**src/rtl/branch_predictor_update_unit_if.sv**
```systemverilog
// Update, fetch-lookup and predictor-RAM signals of the branch predictor update unit.
// The slave modport is the unit; the master modport is execute/fetch/RAM around it.
interface branch_predictor_update_unit_if #(
    parameter int unsigned C_DEPTH     = 512,
    parameter int unsigned C_TAG_WIDTH = 12
);
    localparam int unsigned IW = $clog2(C_DEPTH);
    localparam int unsigned DW = C_TAG_WIDTH + 3;

    logic                   upd_valid;
    logic                   upd_ready;
    logic [IW-1:0]          upd_index;
    logic [C_TAG_WIDTH-1:0] upd_tag;
    logic                   upd_taken;
    logic                   fetch_read_en;
    logic [IW-1:0]          fetch_read_addr;
    logic                   ram_read_en;
    logic [IW-1:0]          ram_read_addr;
    logic [DW-1:0]          ram_read_data;
    logic                   ram_write_en;
    logic [IW-1:0]          ram_write_addr;
    logic [DW-1:0]          ram_write_data;
    logic                   busy;

    modport slave (
        input  upd_valid, upd_index, upd_tag, upd_taken,
        input  fetch_read_en, fetch_read_addr, ram_read_data,
        output upd_ready, ram_read_en, ram_read_addr,
        output ram_write_en, ram_write_addr, ram_write_data, busy
    );

    modport master (
        output upd_valid, upd_index, upd_tag, upd_taken,
        output fetch_read_en, fetch_read_addr, ram_read_data,
        input  upd_ready, ram_read_en, ram_read_addr,
        input  ram_write_en, ram_write_addr, ram_write_data, busy
    );
endinterface

```
**src/rtl/branch_predictor_update_unit.sv**
```systemverilog
// Buffers resolved-branch outcomes and applies them to the predictor RAM as
// read-modify-write 2-bit counter updates, yielding the read port to fetch.
module branch_predictor_update_unit #(
    parameter int unsigned C_DEPTH      = 512,
    parameter int unsigned C_TAG_WIDTH  = 12,
    parameter int unsigned C_FIFO_DEPTH = 4
) (
    input  logic                          clk,
    input  logic                          rst_n,
    branch_predictor_update_unit_if.slave bus
);
    localparam int unsigned IW = $clog2(C_DEPTH);
    localparam int unsigned PW = $clog2(C_FIFO_DEPTH);
    localparam int unsigned CW = PW + 1;

    typedef struct packed {
        logic [IW-1:0]          index;
        logic [C_TAG_WIDTH-1:0] tag;
        logic                   taken;
    } upd_t;

    typedef struct packed {
        logic                   valid;
        logic [C_TAG_WIDTH-1:0] tag;
        logic [1:0]             ctr;
    } entry_t;

    upd_t                   fifo_mem [C_FIFO_DEPTH];
    logic [PW-1:0]          wr_ptr_q, wr_ptr_d;
    logic [PW-1:0]          rd_ptr_q, rd_ptr_d;
    logic [CW-1:0]          count_q, count_d;

    logic                   m_valid_q, m_valid_d;
    logic [IW-1:0]          m_index_q, m_index_d;
    logic [C_TAG_WIDTH-1:0] m_tag_q, m_tag_d;
    logic                   m_taken_q, m_taken_d;

    logic                   fwd_hit_q, fwd_hit_d;
    logic [IW-1:0]          fwd_index_q, fwd_index_d;
    entry_t                 fwd_data_q, fwd_data_d;

    logic                   upd_ready_c;
    logic                   push_c;
    logic                   issue_c;
    upd_t                   head_c;
    upd_t                   push_entry_c;
    entry_t                 old_entry_c;
    entry_t                 new_entry_c;

    // upd_ready depends only on the registered count, so a same-cycle pop never raises it
    assign upd_ready_c  = (count_q != CW'(C_FIFO_DEPTH));
    assign push_c       = bus.upd_valid && upd_ready_c;
    assign issue_c      = (count_q != '0) && !bus.fetch_read_en;
    assign head_c       = fifo_mem[rd_ptr_q];
    assign push_entry_c = '{index: bus.upd_index, tag: bus.upd_tag, taken: bus.upd_taken};

    always_comb begin
        wr_ptr_d = wr_ptr_q;
        rd_ptr_d = rd_ptr_q;
        if (push_c)  wr_ptr_d = wr_ptr_q + PW'(1);
        if (issue_c) rd_ptr_d = rd_ptr_q + PW'(1);
        count_d = count_q + CW'(push_c) - CW'(issue_c);
    end

    always_ff @(posedge clk) begin
        if (push_c) fifo_mem[wr_ptr_q] <= push_entry_c;
    end

    // The RAM returns pre-write data on a same-address read/write, so a back-to-back
    // update to the index just written takes the freshly computed entry instead
    always_comb begin
        old_entry_c = entry_t'(bus.ram_read_data);
        if (fwd_hit_q && (fwd_index_q == m_index_q)) old_entry_c = fwd_data_q;

        new_entry_c = '{valid: 1'b1, tag: m_tag_q, ctr: (m_taken_q ? 2'b10 : 2'b01)};
        if (old_entry_c.valid && (old_entry_c.tag == m_tag_q)) begin
            new_entry_c.ctr = old_entry_c.ctr;
            if (m_taken_q && (old_entry_c.ctr != 2'b11))       new_entry_c.ctr = old_entry_c.ctr + 2'd1;
            else if (!m_taken_q && (old_entry_c.ctr != 2'b00)) new_entry_c.ctr = old_entry_c.ctr - 2'd1;
        end
    end

    always_comb begin
        m_valid_d   = issue_c;
        m_index_d   = m_index_q;
        m_tag_d     = m_tag_q;
        m_taken_d   = m_taken_q;
        fwd_hit_d   = issue_c && m_valid_q && (head_c.index == m_index_q);
        fwd_index_d = fwd_index_q;
        fwd_data_d  = fwd_data_q;
        if (issue_c) begin
            m_index_d = head_c.index;
            m_tag_d   = head_c.tag;
            m_taken_d = head_c.taken;
        end
        if (m_valid_q) begin
            fwd_index_d = m_index_q;
            fwd_data_d  = new_entry_c;
        end
    end

    always_ff @(posedge clk or negedge rst_n) begin
        if (!rst_n) begin
            wr_ptr_q    <= '0;
            rd_ptr_q    <= '0;
            count_q     <= '0;
            m_valid_q   <= 1'b0;
            m_index_q   <= '0;
            m_tag_q     <= '0;
            m_taken_q   <= 1'b0;
            fwd_hit_q   <= 1'b0;
            fwd_index_q <= '0;
            fwd_data_q  <= '0;
        end else begin
            wr_ptr_q    <= wr_ptr_d;
            rd_ptr_q    <= rd_ptr_d;
            count_q     <= count_d;
            m_valid_q   <= m_valid_d;
            m_index_q   <= m_index_d;
            m_tag_q     <= m_tag_d;
            m_taken_q   <= m_taken_d;
            fwd_hit_q   <= fwd_hit_d;
            fwd_index_q <= fwd_index_d;
            fwd_data_q  <= fwd_data_d;
        end
    end

    assign bus.upd_ready      = upd_ready_c;
    assign bus.ram_read_en    = bus.fetch_read_en | issue_c;
    assign bus.ram_read_addr  = bus.fetch_read_en ? bus.fetch_read_addr : head_c.index;
    assign bus.ram_write_en   = m_valid_q;
    assign bus.ram_write_addr = m_index_q;
    assign bus.ram_write_data = new_entry_c;
    assign bus.busy           = (count_q != '0) || m_valid_q;
endmodule

```
**src/flat_wrapper.sv**
```systemverilog
// flat-port wrapper written by rule: the top's interface ports become plain ports
module branch_predictor_update_unit_flat 
#(
    parameter int unsigned C_DEPTH      = 512,
    parameter int unsigned C_TAG_WIDTH  = 12,
    parameter int unsigned C_FIFO_DEPTH = 4
)
  (clk, rst_n, bus_upd_valid, bus_upd_index, bus_upd_tag, bus_upd_taken, bus_fetch_read_en, bus_fetch_read_addr, bus_ram_read_data, bus_upd_ready, bus_ram_read_en, bus_ram_read_addr, bus_ram_write_en, bus_ram_write_addr, bus_ram_write_data, bus_busy);
  branch_predictor_update_unit_if #(.C_DEPTH(C_DEPTH), .C_TAG_WIDTH(C_TAG_WIDTH)) bus_i ();
  input  logic clk;
  input  logic rst_n;
  input wire logic [$bits(bus_i.upd_valid)-1:0] bus_upd_valid;
  input wire logic [$bits(bus_i.upd_index)-1:0] bus_upd_index;
  input wire logic [$bits(bus_i.upd_tag)-1:0] bus_upd_tag;
  input wire logic [$bits(bus_i.upd_taken)-1:0] bus_upd_taken;
  input wire logic [$bits(bus_i.fetch_read_en)-1:0] bus_fetch_read_en;
  input wire logic [$bits(bus_i.fetch_read_addr)-1:0] bus_fetch_read_addr;
  input wire logic [$bits(bus_i.ram_read_data)-1:0] bus_ram_read_data;
  output wire logic [$bits(bus_i.upd_ready)-1:0] bus_upd_ready;
  output wire logic [$bits(bus_i.ram_read_en)-1:0] bus_ram_read_en;
  output wire logic [$bits(bus_i.ram_read_addr)-1:0] bus_ram_read_addr;
  output wire logic [$bits(bus_i.ram_write_en)-1:0] bus_ram_write_en;
  output wire logic [$bits(bus_i.ram_write_addr)-1:0] bus_ram_write_addr;
  output wire logic [$bits(bus_i.ram_write_data)-1:0] bus_ram_write_data;
  output wire logic [$bits(bus_i.busy)-1:0] bus_busy;
  assign bus_i.upd_valid = bus_upd_valid;
  assign bus_i.upd_index = bus_upd_index;
  assign bus_i.upd_tag = bus_upd_tag;
  assign bus_i.upd_taken = bus_upd_taken;
  assign bus_i.fetch_read_en = bus_fetch_read_en;
  assign bus_i.fetch_read_addr = bus_fetch_read_addr;
  assign bus_i.ram_read_data = bus_ram_read_data;
  assign bus_upd_ready = bus_i.upd_ready;
  assign bus_ram_read_en = bus_i.ram_read_en;
  assign bus_ram_read_addr = bus_i.ram_read_addr;
  assign bus_ram_write_en = bus_i.ram_write_en;
  assign bus_ram_write_addr = bus_i.ram_write_addr;
  assign bus_ram_write_data = bus_i.ram_write_data;
  assign bus_busy = bus_i.busy;
  branch_predictor_update_unit #(.C_DEPTH(C_DEPTH), .C_TAG_WIDTH(C_TAG_WIDTH), .C_FIFO_DEPTH(C_FIFO_DEPTH)) u_core (.clk(clk), .rst_n(rst_n), .bus(bus_i));
endmodule
```
**config.mk**
```make
export PLATFORM = sky130hd
export DESIGN_NAME = branch_predictor_update_unit_flat
export DESIGN_NICKNAME = d
export VERILOG_FILES = /design/src/rtl/branch_predictor_update_unit_if.sv /design/src/rtl/branch_predictor_update_unit.sv /design/src/flat_wrapper.sv
export SDC_FILE = /design/constraint.sdc
export NUM_CORES = 1
export LEC_CHECK = 0
export BUFFER_PORTS_ARGS = -buffer_cell sky130_fd_sc_hd__buf_2
export CAP_MARGIN = 20
export CORE_MARGIN = 2
export CORE_UTILIZATION = 54
export DETAILED_ROUTE_END_ITERATION = 7
export GPL_ROUTABILITY_DRIVEN = 0
export MAX_ROUTING_LAYER = met4
export PLACE_DENSITY = 0.76
export SYNTH_ARGS = -nofsm -noshare
export SYNTH_HDL_FRONTEND = slang
export SYNTH_SLANG_ARGS = --single-unit
```
**constraint.sdc**
```tcl
create_clock -name clk -period 8.5 [get_ports clk]
set_input_delay 0.85 -clock clk [delete_from_list [all_inputs] [get_ports clk]]
set_output_delay 0.85 -clock clk [all_outputs]
set_load 0.01 [all_outputs]
```
==> results.yml <==
pwr:
  power_mw: 2.77
  p_leak_nw: 2.87
  ir_drop_uv: 184
  p_per_area_nw_per_um2: 375
flow_run:
  cap_violations: 0
critical_path:
  crit_buf_inv: 1
  cp_max_fo: 8
  required_ns: 7.65
  path_cells: "xor2_1 > nor4_2 > and3_1 > mux2i_1 > ha_1 > nor2_1 > a31oi_1 > nand4b_1 > and2_1 > buf_2"
  arrival_ns: 3.46
  max_stage_delay_ns: 0.48
  rrSetupSlack_ns: 5.40
  cp_slowest_cell: "nor4_2"
  critical-path-top-delay-family: "simple AND/OR/NAND/NOR gates"
  crit_path_start_kind: "flip-flop"
  end_kind: "primary output"
  path_class: "flip-flop to primary output"
synth:
  netlist_area_um2: 6150
  synth-seq-area-share_pct: 65.4
  async_reset_ff_share_pct: 38.5
  synth_top_family_by_area: "multiplexers"
  synth.area.mux_share_pct: 17.5
  synth_simple_gate_area_share_pct: 4.97
  synth-compound-area-share_pct: 2.73
  synth.net_count: 427
  synthFlopType: "edfxtp_1"
  ys_seq_elements: 143
  synth.distinct_cells: 45
  ys.warnings.count: 0
  synthCells: 368
  avgSynthCellArea_um2: 16.7
  yosys.area_share.adder_pct: 1.95
  synth_edf_count: 88
  synth_xor_area_share_pct: 5.41
grt:
  grt_usage_pct: 22.4
  grt_pass1_wl_um: 19900
  grt_antenna_before_repair: 1
  grt_max_degree: 56
  met3_usage_pct: 5.90
  grt_pass1_vias: 3764
  met2_usage_pct: 36.0
  grtUsageMet1_pct: 28.0
  grt_remaining_overflow: 0
  busiest_layer: "met2"
route:
  wire_per_inst_um: 20.1
  postRouteAntennaNets: 0
  dr.pass1.iters: 4
  drt_wl_total_um: 12500
  vias: 3402
  drt-initial-drc-count: 241
  drc: 0
  avgViaCountPerCell: 5.50
place:
  placed_area_um2: 6810
  pre_cts_ws_ns: 4.66
  port_buffers: 85
  dp_hpwl_um: 8500
timing:
  slew_headroom_pct: 36.8
  setup_slack_ns: 4.19
  setup_violations: 0
  rsz0062_at_grt: "false"
  period_needed_ns: 4.31
  tightest_slew_ns: 0.948
  slew_violations: 0
  hold_viol: 0
  clock_skew_ns: 0.00562
  tns_ns: 0
  maxClockFrequency_ghz: 0.232
  fin_crit_sh_pct: 50.7
clock_tree:
  postCtsSetupBuffers: 0
  cts_tree: "yes"
  cts-root-buf: "clkbuf_16"
  worst_setup_hold_path_clk_slew_ns: 0.06
  h-tree-depth: 4
  clk_latency_ns: 0.42
  cts_buffers: 17
  ctsResizeCount: 0
  cts_buffer_depth: 2
  hold_buffers: 0
  cts.sinks: 143
finish:
  layout.cells.most_common_list: "edfxtp_1, buf_2, dfrtp_1, mux2_2, xnor2_1"
  multi_input_area_um2: 2010
  nFillCells: 746
  regArea_um2: 4020
  layout_commonest_cell: "edfxtp_1"
  synthToLayoutAreaGrowth_pct: 20.2
  layout-drive-gt1-share_pct: 41.0
  nets: 525
  final_cell_area_um2: 7390
floorplan:
  die-area_um2: 12300
  die_y_um: 111
  core-area_um2: 11000
  die_x_um: 111
  initial_core_util_pct: 56.0
  io_pins: 87
  row_count: 38
run_status:
  status: "finished clean"
hold_path:
  worst_hold_path_type: "flip-flop to flip-flop"
cell type report:
class | count | share of cell area, %
clock buffers | 17 | 5.76
flip-flops and latches | 143 | 54.4
repair buffers | 93 | 7.48
clock inverters | 14 | 2.03
inverters | 15 | 0.762
multi-input cells | 196 | 27.2
diodes | 1 | 0.0339
well taps | 140 | 2.37
registers in the layout, indices dropped and copies added, names as in the netlist:
name and count:
u_core.bus.ram_write_en 1, u_core.fwd_data_q 15, u_core.count_q 3, u_core.rd_ptr_q 2, u_core.m_tag_q 12, u_core.fwd_index_q 9
u_core.fwd_hit_q 1, u_core.wr_ptr_q 2, u_core.m_taken_q 1, u_core.bus.ram_write_addr 9, u_core.fifo_mem 88
logic make-up (layout without fill, tap and decap cells):
family                     count (synthesis)  after routing
and+or+nand+nor                           52             52
adders and majority gates                  9              9
xor gates and xnor gates                  38             38
DFF                                      143            143
muxes                                     74             74
buffers and inverters                     29            139
other                                      1              2
AOI/OAI and AO/OA                         22             22
report_power, final:
part	total [mW]	internal [mW]	switching, mW
clock	0.722	0.452	0.270
combinational	0.898	0.467	0.431
sequential	1.15	0.964	0.185
final timing paths:
kind	start	endpoint	depth (start not counted)
worst min register to register	u_core.fwd_data_q[14]	u_core.fwd_data_q[14]	1
worst max-delay path	u_core.bus.ram_write_addr[3]	bus_ram_write_data[1]	10
worst min-delay path	u_core.fwd_data_q[14]	u_core.fwd_data_q[14]	1
max in group asynchronous	rst_n	u_core.fwd_data_q[7]	2
worst max register to register	u_core.bus.ram_write_addr[3]	u_core.fwd_data_q[1]	9
min in group asynchronous	rst_n	u_core.bus.ram_write_addr[5]	2
metal layers:
layer	up-vias	part of all wire (%)
met5	-	0
met4	0	1.7
met3	20	4.2
met2	79	50
met1	1716	44
li1	1587	-
per-stage QoR:
step	utilization (%)	instances	hold WS (ns)
after global placement	61.1	583	0.450
after floorplan	-	368	0.432
after global routing	67.3	619	0.498
after CTS	67.3	618	0.469
final	67.3	619	0.473
after detailed placement	62.0	587	0.454
synthesized netlist by cell type (all sizes together) (7+ instances only):
| cell | number | area share (%) |
|---|---|---|
| mux4 | 22 | 8.1 |
| mux2 | 48 | 8.8 |
| ha | 8 | 1.6 |
| nand4 | 7 | 0.71 |
| nand2b | 7 | 0.71 |
| o21ai | 7 | 0.57 |
| dfrtp | 55 | 22 |
| clkbuf | 8 | 0.49 |
| edfxtp | 88 | 43 |
| inv | 15 | 0.92 |
| xnor2 | 23 | 3.3 |
| xor2 | 15 | 2.1 |
| nand2 | 9 | 0.55 |
Power figures use the tool's default switching activity.
